`src/rtl/proc_defs.sv`:
```
// Shared definitions for the post-halt debug blocks: dump-engine state encoding
// and memory word geometry.
`timescale 1ns/1ps

package proc_defs;

    typedef enum logic [2:0] {
        ST_IDLE   = 3'd0,
        ST_ISSUE  = 3'd1,
        ST_WAIT   = 3'd2,
        ST_OUTPUT = 3'd3,
        ST_DONE   = 3'd4
    } dump_state_t;

    localparam int WORD_BYTES = 4;

    // Byte address of a word; both operands are already zero-extended to 32 bits.
    function automatic logic [31:0] word_byte_addr(input logic [31:0] index,
                                                   input logic [31:0] stride);
        return index * stride;
    endfunction

endpackage

```
`src/rtl/mem_dump_engine.sv`:
```
// Post-halt memory scanner: reads word addresses 0..WORD_COUNT-1 through the
// muxed memory read port and streams {index, data} to a valid/ready sink.
`timescale 1ns/1ps

// state     | meaning
// ST_IDLE   | waiting for start; outputs quiet, index at 0
// ST_ISSUE  | drive address of current index, arm the read-latency timer
// ST_WAIT   | address held, timer counting down to the read data
// ST_OUTPUT | captured word presented to the sink until accepted
// ST_DONE   | one-cycle completion pulse, then back to idle
module mem_dump_engine
    import proc_defs::*;
#(
    parameter int DATA_W       = 32,
    parameter int WORD_COUNT   = 256,
    parameter int IDX_W        = 8,
    parameter int BYTE_STRIDE  = WORD_BYTES,
    parameter int READ_LATENCY = 1
) (
    input  logic              clock,
    input  logic              reset,
    input  logic              start,
    output logic [31:0]       mem_addr,
    input  logic [DATA_W-1:0] mem_rd_data,
    output logic              dump_valid,
    input  logic              dump_ready,
    output logic [IDX_W-1:0]  dump_index,
    output logic [DATA_W-1:0] dump_data,
    output logic              busy,
    output logic              done
);

    localparam logic [IDX_W-1:0] LAST_IDX  = IDX_W'(WORD_COUNT - 1);
    localparam logic [1:0]       WAIT_LOAD = 2'(READ_LATENCY);

    dump_state_t       state;
    dump_state_t       state_next;
    logic [IDX_W-1:0]  idx;
    logic [1:0]        wait_cnt;
    logic [DATA_W-1:0] data_q;
    logic              capture;
    logic              handshake;
    logic              last_word;
    logic [31:0]       idx_addr;

    assign handshake = (state == ST_OUTPUT) && dump_ready;
    assign last_word = (idx == LAST_IDX);
    assign idx_addr  = word_byte_addr(32'(idx), 32'(BYTE_STRIDE));

    // Terminal count is 1, not 0: the data is valid in the cycle the timer
    // leaves 1, so it is captured on that edge as the counter reaches 0.
    assign capture = ((state == ST_ISSUE) && (READ_LATENCY == 0)) ||
                     ((state == ST_WAIT) && (wait_cnt == 2'd1));

    always_ff @(posedge clock) begin
        if (reset) begin
            state <= ST_IDLE;
        end else begin
            state <= state_next;
        end
    end

    always_comb begin
        state_next = state;
        unique case (state)
            ST_IDLE: begin
                if (start) begin
                    state_next = ST_ISSUE;
                end
            end
            ST_ISSUE: begin
                state_next = (READ_LATENCY == 0) ? ST_OUTPUT : ST_WAIT;
            end
            ST_WAIT: begin
                if (wait_cnt == 2'd1) begin
                    state_next = ST_OUTPUT;
                end
            end
            ST_OUTPUT: begin
                if (dump_ready) begin
                    state_next = last_word ? ST_DONE : ST_ISSUE;
                end
            end
            ST_DONE: begin
                state_next = ST_IDLE;
            end
            default: begin
                state_next = ST_IDLE;
            end
        endcase
    end

    always_ff @(posedge clock) begin
        if (reset) begin
            idx      <= '0;
            wait_cnt <= '0;
            data_q   <= '0;
        end else begin
            if (state == ST_ISSUE) begin
                wait_cnt <= WAIT_LOAD;
            end else if (state == ST_WAIT) begin
                wait_cnt <= wait_cnt - 2'd1;
            end

            if (capture) begin
                data_q <= mem_rd_data;
            end

            // The last index never increments, so idx cannot wrap past WORD_COUNT-1.
            if (handshake && !last_word) begin
                idx <= idx + IDX_W'(1);
            end else if (state == ST_DONE) begin
                idx <= '0;
            end
        end
    end

    // Address is held from ISSUE through OUTPUT so a combinational RD stays stable.
    always_comb begin
        mem_addr   = '0;
        dump_valid = 1'b0;
        busy       = 1'b0;
        done       = 1'b0;
        dump_index = idx;
        dump_data  = data_q;
        unique case (state)
            ST_ISSUE, ST_WAIT: begin
                busy     = 1'b1;
                mem_addr = idx_addr;
            end
            ST_OUTPUT: begin
                busy       = 1'b1;
                dump_valid = 1'b1;
                mem_addr   = idx_addr;
            end
            ST_DONE: begin
                done = 1'b1;
            end
            default: begin
                mem_addr = '0;
            end
        endcase
    end

endmodule

```
`config.mk`:
```
export PLATFORM = sky130hd
export DESIGN_NAME = mem_dump_engine
export DESIGN_NICKNAME = d
export VERILOG_FILES = /design/src/rtl/proc_defs.sv /design/src/rtl/mem_dump_engine.sv
export SDC_FILE = /design/constraint.sdc
export NUM_CORES = 1
export LEC_CHECK = 0
export BUFFER_PORTS_ARGS = -buffer_cell sky130_fd_sc_hd__buf_4
export CAP_MARGIN = 20
export CORE_ASPECT_RATIO = 1.2
export CORE_UTILIZATION = 35
export DETAILED_ROUTE_END_ITERATION = 8
export GPL_TIMING_DRIVEN = 0
export PLACE_DENSITY = 0.61
export SKIP_LAST_GASP = 1
export SLEW_MARGIN = 20
export SYNTH_ARGS = -nofsm -noshare
export SYNTH_HDL_FRONTEND = slang
export SYNTH_SLANG_ARGS = --single-unit
```
`constraint.sdc`:
```
create_clock -name clock -period 3.38 [get_ports clock]
set_input_delay 0.169 -clock clock [delete_from_list [all_inputs] [get_ports clock]]
set_output_delay 0.169 -clock clock [all_outputs]
set_load 0.02 [all_outputs]
```
# Word-level counts from Yosys, hierarchy flattened
# Cells that the tools add are included.
# Widths: inputs -> output; s select.
# word_totals
regBits	45
latchBits	0
ram_bits	0
romBits	0
input_bits	36
output_inout_bits	75
n_memories	0
# op_classes
addsub	2
mul	0
div	0
magnitude_cmp	0
n_eq_ne	9
shift	0
muxes	13
bitwise	0
n_reduce_logical	10
# ops
cell	n
$mux 8	2
$mux 3	4
$pmux 3 s4	1
$mux 10	1
$add 8x1->8 const B	1
$eq 8x8->1 const B	1
$eq 3x2->1 const B	2
$ne 2x2->1 const B	3
$mux 1	5
$reduce_bool 2->1	2
$eq 3x1->1 const B	1
$eq 3x3->1 const B	1
$logic_and 1x1->1	3
$logic_not 3->1	1
$reduce_and 3->1	1
$reduce_or 3->1	1
$eq 2x1->1 const B	1
$reduce_or 2->1	1
$sub 2x1->2 const B	1
$logic_not 1->1	1

# Depth between registers and ports, before layout
# Gate-level depths: netlist of the first run.
# logic_depth
depth_word	4
depth_mapped	8
ltp_nobuf	6

# Least setup slack after synthesis of the first run
# Ideal clock, no wire load.
# synth_timing
path_type	flip-flop to flip-flop
startpoint	reg idx[0] (netlist: dump_index[0])
endpoint	reg idx[5] (netlist: dump_index[5])
setup_ns	0.120
t_arrival_ns	1.440
required_time_ns	3.260
path_slack_ns	1.821
path_stages_with_launch	6
path_buffers	0
path_cell_list	dfxtp_1 > ha_1 > and3_1 > a211oi_2 > and3_1 > a211o_1
# synth_between
elab_chain_len	4
elab_cells_between_ends	6
classes_between	add/sub (1); eq/ne (1); mux (1); reduce/logical (3)
# synth_lines
element	line_no	source
from (decl)	mem_dump_engine.sv:38	logic [IDX_W-1:0] idx;
from (signal assigned)	mem_dump_engine.sv:111	idx <= idx + IDX_W'(1);
parallel branches: the longest is 4 deep, another holds $add 8x1->8	n/a	
# Parallel ways; which one is timed is not known.
# A chain may end at the register's enable or synchronous reset.

# Worst setup path after layout of the first run
# layout_timing
startpoint	reg state[1]
endpoint	out mem_addr[6]
# layout_between
elab_chain_len	3
elab_cells_between_ends	5
classes_between	eq/ne (3); mux (1); reduce/logical (1)
# layout_lines
element	line_no	source
from (decl)	mem_dump_engine.sv:36	dump_state_t state;
from (signal assigned)	mem_dump_engine.sv:59	state <= state_next;
$eq 3x2->1 or $eq 3x1->1 (tied branches)	mem_dump_engine.sv:126	unique case (state)
$reduce_or 3->1 (no source line) *	n/a	
$mux 10 *	mem_dump_engine.sv:126	
to (decl)	mem_dump_engine.sv:23	output logic [31:0] mem_addr,
# Every way passes the cells marked *; elsewhere a longest branch is shown, timed or not.

==> flow_summary.toml, run 1 <==
[floorplanning]
rows = 30
die_y_microns = 87.15
coreArea_sq_um = 5743
start_util_pct = 36.82
die_w_microns = 72.96
ioPinCount = 111
die-area_sq_um = 6358

[critical_path]
crit_type = "reg2out"
worstPathRequired_ns = 3.21
cp-start-kind = "register"
cpMaxStageDelayCell = "dfxtp_1"
crit_family = "simple AND/OR/NAND/NOR gates"
critPathMaxStageDelay_ns = 0.32
cp_num_buf_inv = 3
crit_fanout = 10
end_kind = "primary output"
cp_cell_sequence = "clkbuf_8 > nor2_1 > or2_2 > inv_2 > and2_1 > buf_4"
crit_arrival_ns = 1.59

[yosys]
synth-edff-count = 0
avgSynthCellArea_sq_um = 8.424
ys_top_cells_by_count = "nand2_1 (70), dfxtp_1 (45), a21oi_1 (34)"
ys_ff_latch = 45
netlist_top_cells_area = "dfxtp_1 (43%), nand2_1 (12%), buf_4 (8.9%)"
synth_cells = 251
ys_seq_area_share_pct = 42.60
synthArstFlopShare_pct = 0
synth.top_cell.area_share_pct = 42.60
synth.cell_area_sq_um = 2115
yosysWarnings = 0
ys_types = 45
synth_area_leader_cell = "dfxtp_1"
synth.most_common_cell = "nand2_1"
synth-main-ff-cell = "dfxtp_1"

[timing]
finalHoldViolCount = 0
setup_violations = 0
skew_ns = 0.003979
min_period_over_period_pct = 52.05
final.min_clock_period_ns = 1.759
finalSetupTns_ns = 0
final-max-slew-violation-count = 0
rsz0062_at_grt = "no"
fmax_mhz = 568.4

[clocking]
cts_root_buf = "clkbuf_8"
cts_tree = "done"
numCtsBuffers = 5
cts_buffer_depth = 2
h-tree-depth = 2
cts.sinks = 45
cts_resized = 0
post-cts-setup-buffers = 0
holdBufCountCts = 0
clkLatencyLatePin_ns = 0.29
path_clk_slew_ns = 0.08

[placement]
port_buffers = 85
dp_hpwl_microns = 3657
gp_congestion = 0.7459

[routing]
drc_errors = 0
drtIter0Drc = 55
vias = 1938
drt.antenna.violating_nets = 0
drt-wirelength-per-cell_microns = 10.77
first_pass_iters = 4
via_per_inst = 4.336
wl_microns = 4813

[layout]
fin_nets = 404
n_antenna_cell = 0
area_growth_pct = 43.55
fill_cells = 592
final_layout_size_suffix_gt1_share_pct = 38.42

[global_route]
grt_pass1_wl_microns = 7645
grt-ovfl-total = 0
grt_max_degree = 15
grt_pass1_vias = 1755
grtUsageTotal_pct = 15.27
antenna_found_initial = 0

[status]
status = "finished, final reports clean"

[flow_run]
max-cap-violations = 0

[pwr]
ir_drop_uv = 157.5
leakagePower_uw = 0.001414
p_per_area_nw_per_um2 = 359.4
fin_total_pwr_uw = 1091

[worst_hold_path]
min_path_type = "in2reg"
## flip-flops by register name (all words and copies together) (netlist names)
name	count
state	3
wait_cnt	2
dump_data	32
dump_index	8
## where the power goes
group	leakage (uW)	total (uW)	internal, uW	switching (uW)
sequential	0.000364	553	545	8.29
clock	0.0000512	341	166	175
combinational	0.000999	197	93.0	104
## layer usage
metal | GRT usage (%) | up-vias | share of wire [%]
met1 | 17.58 | 848 | 44
li1 | - | 1013 | -
met3 | 3.935 | 7 | 7.0
met4 | 6.595 | 0 | 1.2
met5 | 0 | - | 0
met2 | 26.51 | 70 | 48
## cells in the final DEF, fill, tap and decap left out, drive strengths merged, types with 6 or more instances in the layout
master,n
a21oi,34
nand2,70
and2,8
dfxtp,45
buf,116
clkbuf,14
conb,24
nor2,6
## through the flow
step	worst slack, ns	hold slack (ns)	util (%)	area (sq um)	std cells
3_5_place_dp	1.749	0.4257	51.18	2939	439
3_3_place_gp	1.757	0.4174	51.18	2939	439
4_1_cts	1.597	0.1032	52.85	3035	447
6_report	1.621	0.1151	52.85	3035	447
5_1_grt	1.513	0.1056	52.85	3035	447
2_1_floorplan	1.821	0.2857	-	2201	274
## logic make-up (layout without fill, tap and decap cells)
| kind of cell | after synthesis | after routing | share of synthesized area (%) |
|---|---|---|---|
| other cells | 1 | 24 | 0.1773 |
| buf+inv | 42 | 135 | 14.20 |
| compound gates | 49 | 49 | 14.20 |
| mux | 2 | 2 | 1.065 |
| simple gates | 107 | 107 | 25.33 |
| flops | 45 | 45 | 42.60 |
| fa+ha+maj | 2 | 2 | 1.183 |
| xor+xnor | 3 | 3 | 1.243 |
## tightest hold or removal path: cells and delay by family
| family | cells | cell delay (ns) |
|---|---|---|
| buffers and inverters | 1 | 0.11 |
| and+or+nand+nor | 1 | 0.04 |
| AOI/OAI and AO/OA | 1 | 0.05 |
## final cells by class
type / count / area [sq um] / area share (%)
Clock inverter: 2 / 13.76 / 0.4534
Tap cell: 80 / 100.1 / 3.298
Sequential cell: 45 / 900.9 / 29.68
Inverter: 3 / 11.26 / 0.3710
Multi-Input combinational cell: 187 / 999.7 / 32.93
Clock buffer: 6 / 82.58 / 2.721
Timing Repair Buffer: 85 / 638.1 / 21.02
Buffer: 39 / 289.0 / 9.522
## final timing paths
check	start	endpoint	slack [ns]	cells after the start
setup / recovery	state[1]	mem_addr[6]	1.62	6
hold / removal	mem_rd_data[31]	dump_data[31]	0.12	3
setup reg to reg	wait_cnt[1]	dump_data[25]	1.73	7
hold reg to reg	dump_data[31]	dump_data[31]	0.46	2
No activity file was read; power rests on OpenSTA's default activity.
==> run 2, diff against run 1 <==
PLACE_DENSITY = 0.63   (was 0.61)
clock period = 1.6 ns   (was 3.38 ns; I/O delays follow)
==> run 2 against run 1 <==
Against the previous run:
- sequential power grew 110%
- sequential cell count unchanged
- critical endpoint is now mem_addr[8]
- critical path type unchanged
- register-to-register slack lost 1.7 ns
- sequential share of layout area decreased by 0.71 points
==> flow_summary.toml, run 2 (synthesized netlist as in run 1, its figures left out) <==
[layout]
largest_register_ffs = 32
final_layout_size_suffix_gt1_share_pct = 41.98
n_antenna_cell = 0
final_common_cell = "buf_4"
fin_nets = 411
fin_util_pct = 54.60
area_growth_pct = 48.28
final_cell_mix = "buf_4 (117), nand2_1 (70), dfxtp_1 (41)"
final_area_sq_um = 3136

[pwr]
swShare_pct = 25.98
ir_drop_uv = 331.8
cell_internal_pwr_uw = 1854
pwr-share-comb_pct = 18.7
p_per_area_nw_per_um2 = 798.7
fin_total_pwr_uw = 2504
power.switching_uw = 650.7
clockPowerShare_pct = 34.3
leakagePower_uw = 0.001455
power_frac_seq_pct = 47.0

[critical_path]
crit_end = "mem_addr[8]"
cp-start-kind = "register"
reg2reg_depth = 6
critPathLaunch = "state[0]"
crit_arrival_ns = 1.49
crit_fanout = 10
regToRegEndpoint = "dump_index[7]"
rrSetupSlack_ns = 0.08
timing.rr.start = "state[1]"
worstPathRequired_ns = 1.52
crit_type = "reg2out"
end_kind = "primary output"

[timing]
final.min_clock_period_ns = 1.568
skew_ns = 0.006132
finalHoldViolCount = 0
fmax_mhz = 637.6
final-max-slew-violation-count = 0
whs_ns = 0.01923
min_period_over_period_pct = 98.03
setup_violations = 0

[global_route]
grt-ovfl-total = 0
grt_max_degree = 15
grtUsageTotal_pct = 16.02
grt_pass1_wl_microns = 7976
antenna_found_initial = 0
grt_pass1_vias = 1792

[routing]
wl_met3_microns = 331
topRoutingLayerUsed = "met4"
wl_met1_microns = 2233
drt-wirelength-per-cell_microns = 11.13
wl_met2_microns = 2449
via_per_inst = 4.410
wl_microns = 5053
first_pass_iters = 4
drt.antenna.violating_nets = 0
vias = 2002
drtIter0Drc = 60
drc_errors = 0

[clocking]
cts.sinks = 45
cts_buffer_depth = 2
numCtsBuffers = 5
h-tree-depth = 2
holdBufCountCts = 0
path_clk_slew_ns = 0.09
clkLatencyLatePin_ns = 0.30
cts_tree = "done"
cts_root_buf = "clkbuf_8"

[status]
status = "finished, final reports clean"

[floorplanning]
die_w_microns = 72.96
start_util_pct = 36.82
die_y_microns = 87.15
coreArea_sq_um = 5743
die-area_sq_um = 6358
ioPinCount = 111
rows = 30

[placement]
port_buffers = 85
dp_hpwl_microns = 3683
gp_congestion = 0.7613
dpl-instance-area_sq_um = 2939

[flow_run]
max-cap-violations = 0

[worst_hold_path]
min_path_type = "in2reg"
worstHoldStart = "mem_rd_data[20]"
[run 2: changes by cell type in the layout (fill, tap and decap cells not counted), moves of 2 or more]
cell and change:
buf_2 +3, buf_4 +7, clkbuf_1 -2, dfxtp_1 -4
dfxtp_2 +3
[run 2: through the flow]
stage	setup slack, ns	cells	setup TNS [ns]
global route	-0.03837	454	-0.07008
detailed placement	-0.01173	439	-0.01959
CTS	0.0001460	452	0
finish	0.03153	454	0
global placement	-0.02040	439	-0.02040
floorplan	0.04061	274	0
[run 2: power groups by stage]
| stage | logic (uW) | clock network [uW] | registers (uW) |
|---|---|---|---|
| 6_report | 467 | 859 | 1180 |
| 5_1_grt | 508 | 929 | 1180 |
| 4_1_cts | 463 | 883 | 1170 |
| 3_5_place_dp | 420 | 0 | 1190 |
| 3_3_place_gp | 415 | 0 | 1190 |
| 2_1_floorplan | 250 | 0 | 1220 |
[run 2: area by class of cell]
cell class | count | area, sq um
Sequential cell | 45 | 908.4
Timing Repair Buffer | 92 | 690.7
Buffer | 38 | 281.5
Timing Repair inverter | 1 | 7.507
Clock buffer | 6 | 72.57
Clock inverter | 2 | 38.79
Inverter | 3 | 13.76
Multi-Input combinational cell | 187 | 1022
Fill cell | 586 | 2608
Tap cell | 80 | 100.1
[run 2: critical path, cell delays in order, from the launching register on]
cell,delay (ns)
dfxtp_4,0.40
nor2_4,0.13
or2_4,0.17
clkinvlp_4,0.14
and2_1,0.19
buf_4,0.15
[run 2: what timing repair did]
item,CTS,global route
gates cloned,1,0
resized for setup,7,12
setup endpoints to repair,25,33
pin swaps,1,3
setup buffers,4,3
[run 2: per-layer routing]
layer	vias up	track usage [%]
li1	1031	-
met1	895	19.06
met2	70	28.21
met3	6	4.051
met4	0	4.635
met5	-	0
[run 2: worst min-delay path by stage]
stage | endpoint | cells after the start | slack (ns)
after floorplan | state[1] | 1 | 0.20
after global placement | dump_data[24] | 3 | 0.33
after detailed placement | dump_data[8] | 3 | 0.34
after CTS | dump_data[21] | 3 | 0.01
after global routing | dump_data[15] | 3 | 0.01
final | dump_data[20] | 3 | 0.02
==> run 3, diff against run 2 <==
CTS_BUF_LIST = sky130_fd_sc_hd__clkbuf_4   (was not set)
==> run 3 against run 2 <==
Against the previous run:
- global-route usage rose by 1.9 points
- hold slack better by 0.074 ns
- maximum frequency increased by 0.70%
==> flow_summary.toml, run 3 (synthesized netlist as in run 1, its figures left out) <==
[worst_hold_path]
hold_depth = 4
min_path_type = "in2reg"
min_to = "state[0]"
worstHoldStart = "start"

[clocking]
cts.sinks = 45
path_clk_slew_ns = 0.13
h-tree-depth = 2
cts_buffer_depth = 2
clkLatencyLatePin_ns = 0.36
numCtsBuffers = 5
cts_tree = "done"
cts_root_buf = "clkbuf_4"

[routing]
drtIter0Drc = 102
drt.antenna.violating_nets = 0
via_per_inst = 4.460
topRoutingLayerUsed = "met4"
wl_met1_microns = 2373
vias = 2181
first_pass_iters = 4
wl_microns = 5576
wl_met3_microns = 342
wl_met2_microns = 2773
drt-wirelength-per-cell_microns = 11.40
drc_errors = 0

[layout]
fin_util_pct = 60.50
fin_nets = 446
final_layout_size_suffix_gt1_share_pct = 40.10
final_cell_mix = "buf_4 (117), nand2_1 (70), dfxtp_1 (40)"
final_area_sq_um = 3475
final_common_cell = "buf_4"
largest_register_ffs = 32
n_antenna_cell = 0
area_growth_pct = 64.32

[timing]
final-max-slew-violation-count = 0
setup_violations = 0
fmax_mhz = 642.1
skew_ns = 0.009665
min_period_over_period_pct = 97.34
finalHoldViolCount = 0
final.min_clock_period_ns = 1.558
rsz0062_at_grt = "yes"
finalSetupTns_ns = 0

[global_route]
grtUsageTotal_pct = 17.91
grt_max_degree = 15
antenna_found_initial = 0
grt_pass1_wl_microns = 8963
grt_pass1_vias = 2043
grt-ovfl-total = 0

[flow_run]
max-cap-violations = 0

[floorplanning]
die_y_microns = 87.15
die-area_sq_um = 6358
ioPinCount = 111
rows = 30
start_util_pct = 36.82
die_w_microns = 72.96
coreArea_sq_um = 5743

[placement]
port_buffers = 85
gp_congestion = 0.7613
dp_hpwl_microns = 3683
dpl-instance-area_sq_um = 2939

[critical_path]
cpMaxStageDelayCell = "dfxtp_4"
reg2reg_depth = 5
end_kind = "primary output"
regToRegEndpoint = "dump_index[5]"
worstPathRequired_ns = 1.52
crit_family = "simple AND/OR/NAND/NOR gates"
crit_fanout = 7
crit_type = "reg2out"
cp-start-kind = "register"
rrSetupSlack_ns = 0.11
critPathMaxStageDelay_ns = 0.39
timing.rr.start = "dump_index[0]"
cp_cell_sequence = "nor2_4 > or2_4 > clkinvlp_4 > and2_4 > buf_6"
cp_num_buf_inv = 2
crit_arrival_ns = 1.48

[pwr]
ir_drop_uv = 347.5
p_per_area_nw_per_um2 = 701.4
fin_total_pwr_uw = 2437
leakagePower_uw = 0.001596

[status]
status = "finished, final reports clean"
==> run 3: area by class of cell <==
| class | count | area [sq um] |
|---|---|---|
| Buffer | 37 | 267.8 |
| Clock buffer | 6 | 45.04 |
| Clock inverter | 2 | 38.79 |
| Fill cell | 546 | 2268 |
| Inverter | 3 | 13.76 |
| Multi-Input combinational cell | 187 | 1032 |
| Sequential cell | 45 | 914.6 |
| Tap cell | 80 | 100.1 |
| Timing Repair Buffer | 128 | 1055 |
| Timing Repair inverter | 1 | 7.507 |
==> run 3: worst register-to-register path: stages (launching register included) <==
cell and delay [ns]:
dfxtp_4 0.38, ha_2 0.20, and3_4 0.20, a211oi_4 0.34, nor3b_2 0.22, a211o_1 0.10
==> run 3: repair_timing <==
| action | in CTS | in global routing |
|---|---|---|
| setup endpoints to repair | 32 | 38 |
| buffers inserted | 6 | 4 |
| gates cloned | 1 | 0 |
| gates resized for setup | 13 | 15 |
| pin swaps | 4 | 3 |
| hold buffers | 33 | 0 |
| hold endpoints to repair | 33 | 0 |
==> run 3: worst max-delay path by stage <==
stage | from | end | slack, ns | cells past startpoint
3_3_place_gp | dump_index[0] | dump_index[5] | -0.02 | 5
5_1_grt | state[1] | mem_addr[4] | -0.04 | 5
2_1_floorplan | dump_index[0] | dump_index[5] | 0.04 | 5
3_5_place_dp | dump_index[0] | dump_index[5] | -0.01 | 5
4_1_cts | state[1] | mem_addr[7] | 0.01 | 5
6_report | state[1] | mem_addr[4] | 0.04 | 5
==> run 3: power by group <==
part / internal, uW / switching (uW)
logic: 287 / 255
clock network: 350 / 369
registers: 1150 / 24.2
total: 1790 / 648
==> run 3: layer usage <==
metal | up-vias | track usage (%)
li1 | 1099 | -
met1 | 994 | 20.70
met2 | 79 | 32.63
met4 | 0 | 4.813
met3 | 9 | 4.282
met5 | - | 0
==> run 3: through the flow <==
| stage | worst slack [ns] | hold slack, ns | cells |
|---|---|---|---|
| 2_1_floorplan | 0.04061 | 0.1967 | 274 |
| 3_3_place_gp | -0.02040 | 0.3285 | 439 |
| 3_5_place_dp | -0.01173 | 0.3377 | 439 |
| 4_1_cts | 0.01015 | 0.06423 | 485 |
| 5_1_grt | -0.03889 | 0.06837 | 489 |
| 6_report | 0.04250 | 0.09292 | 489 |
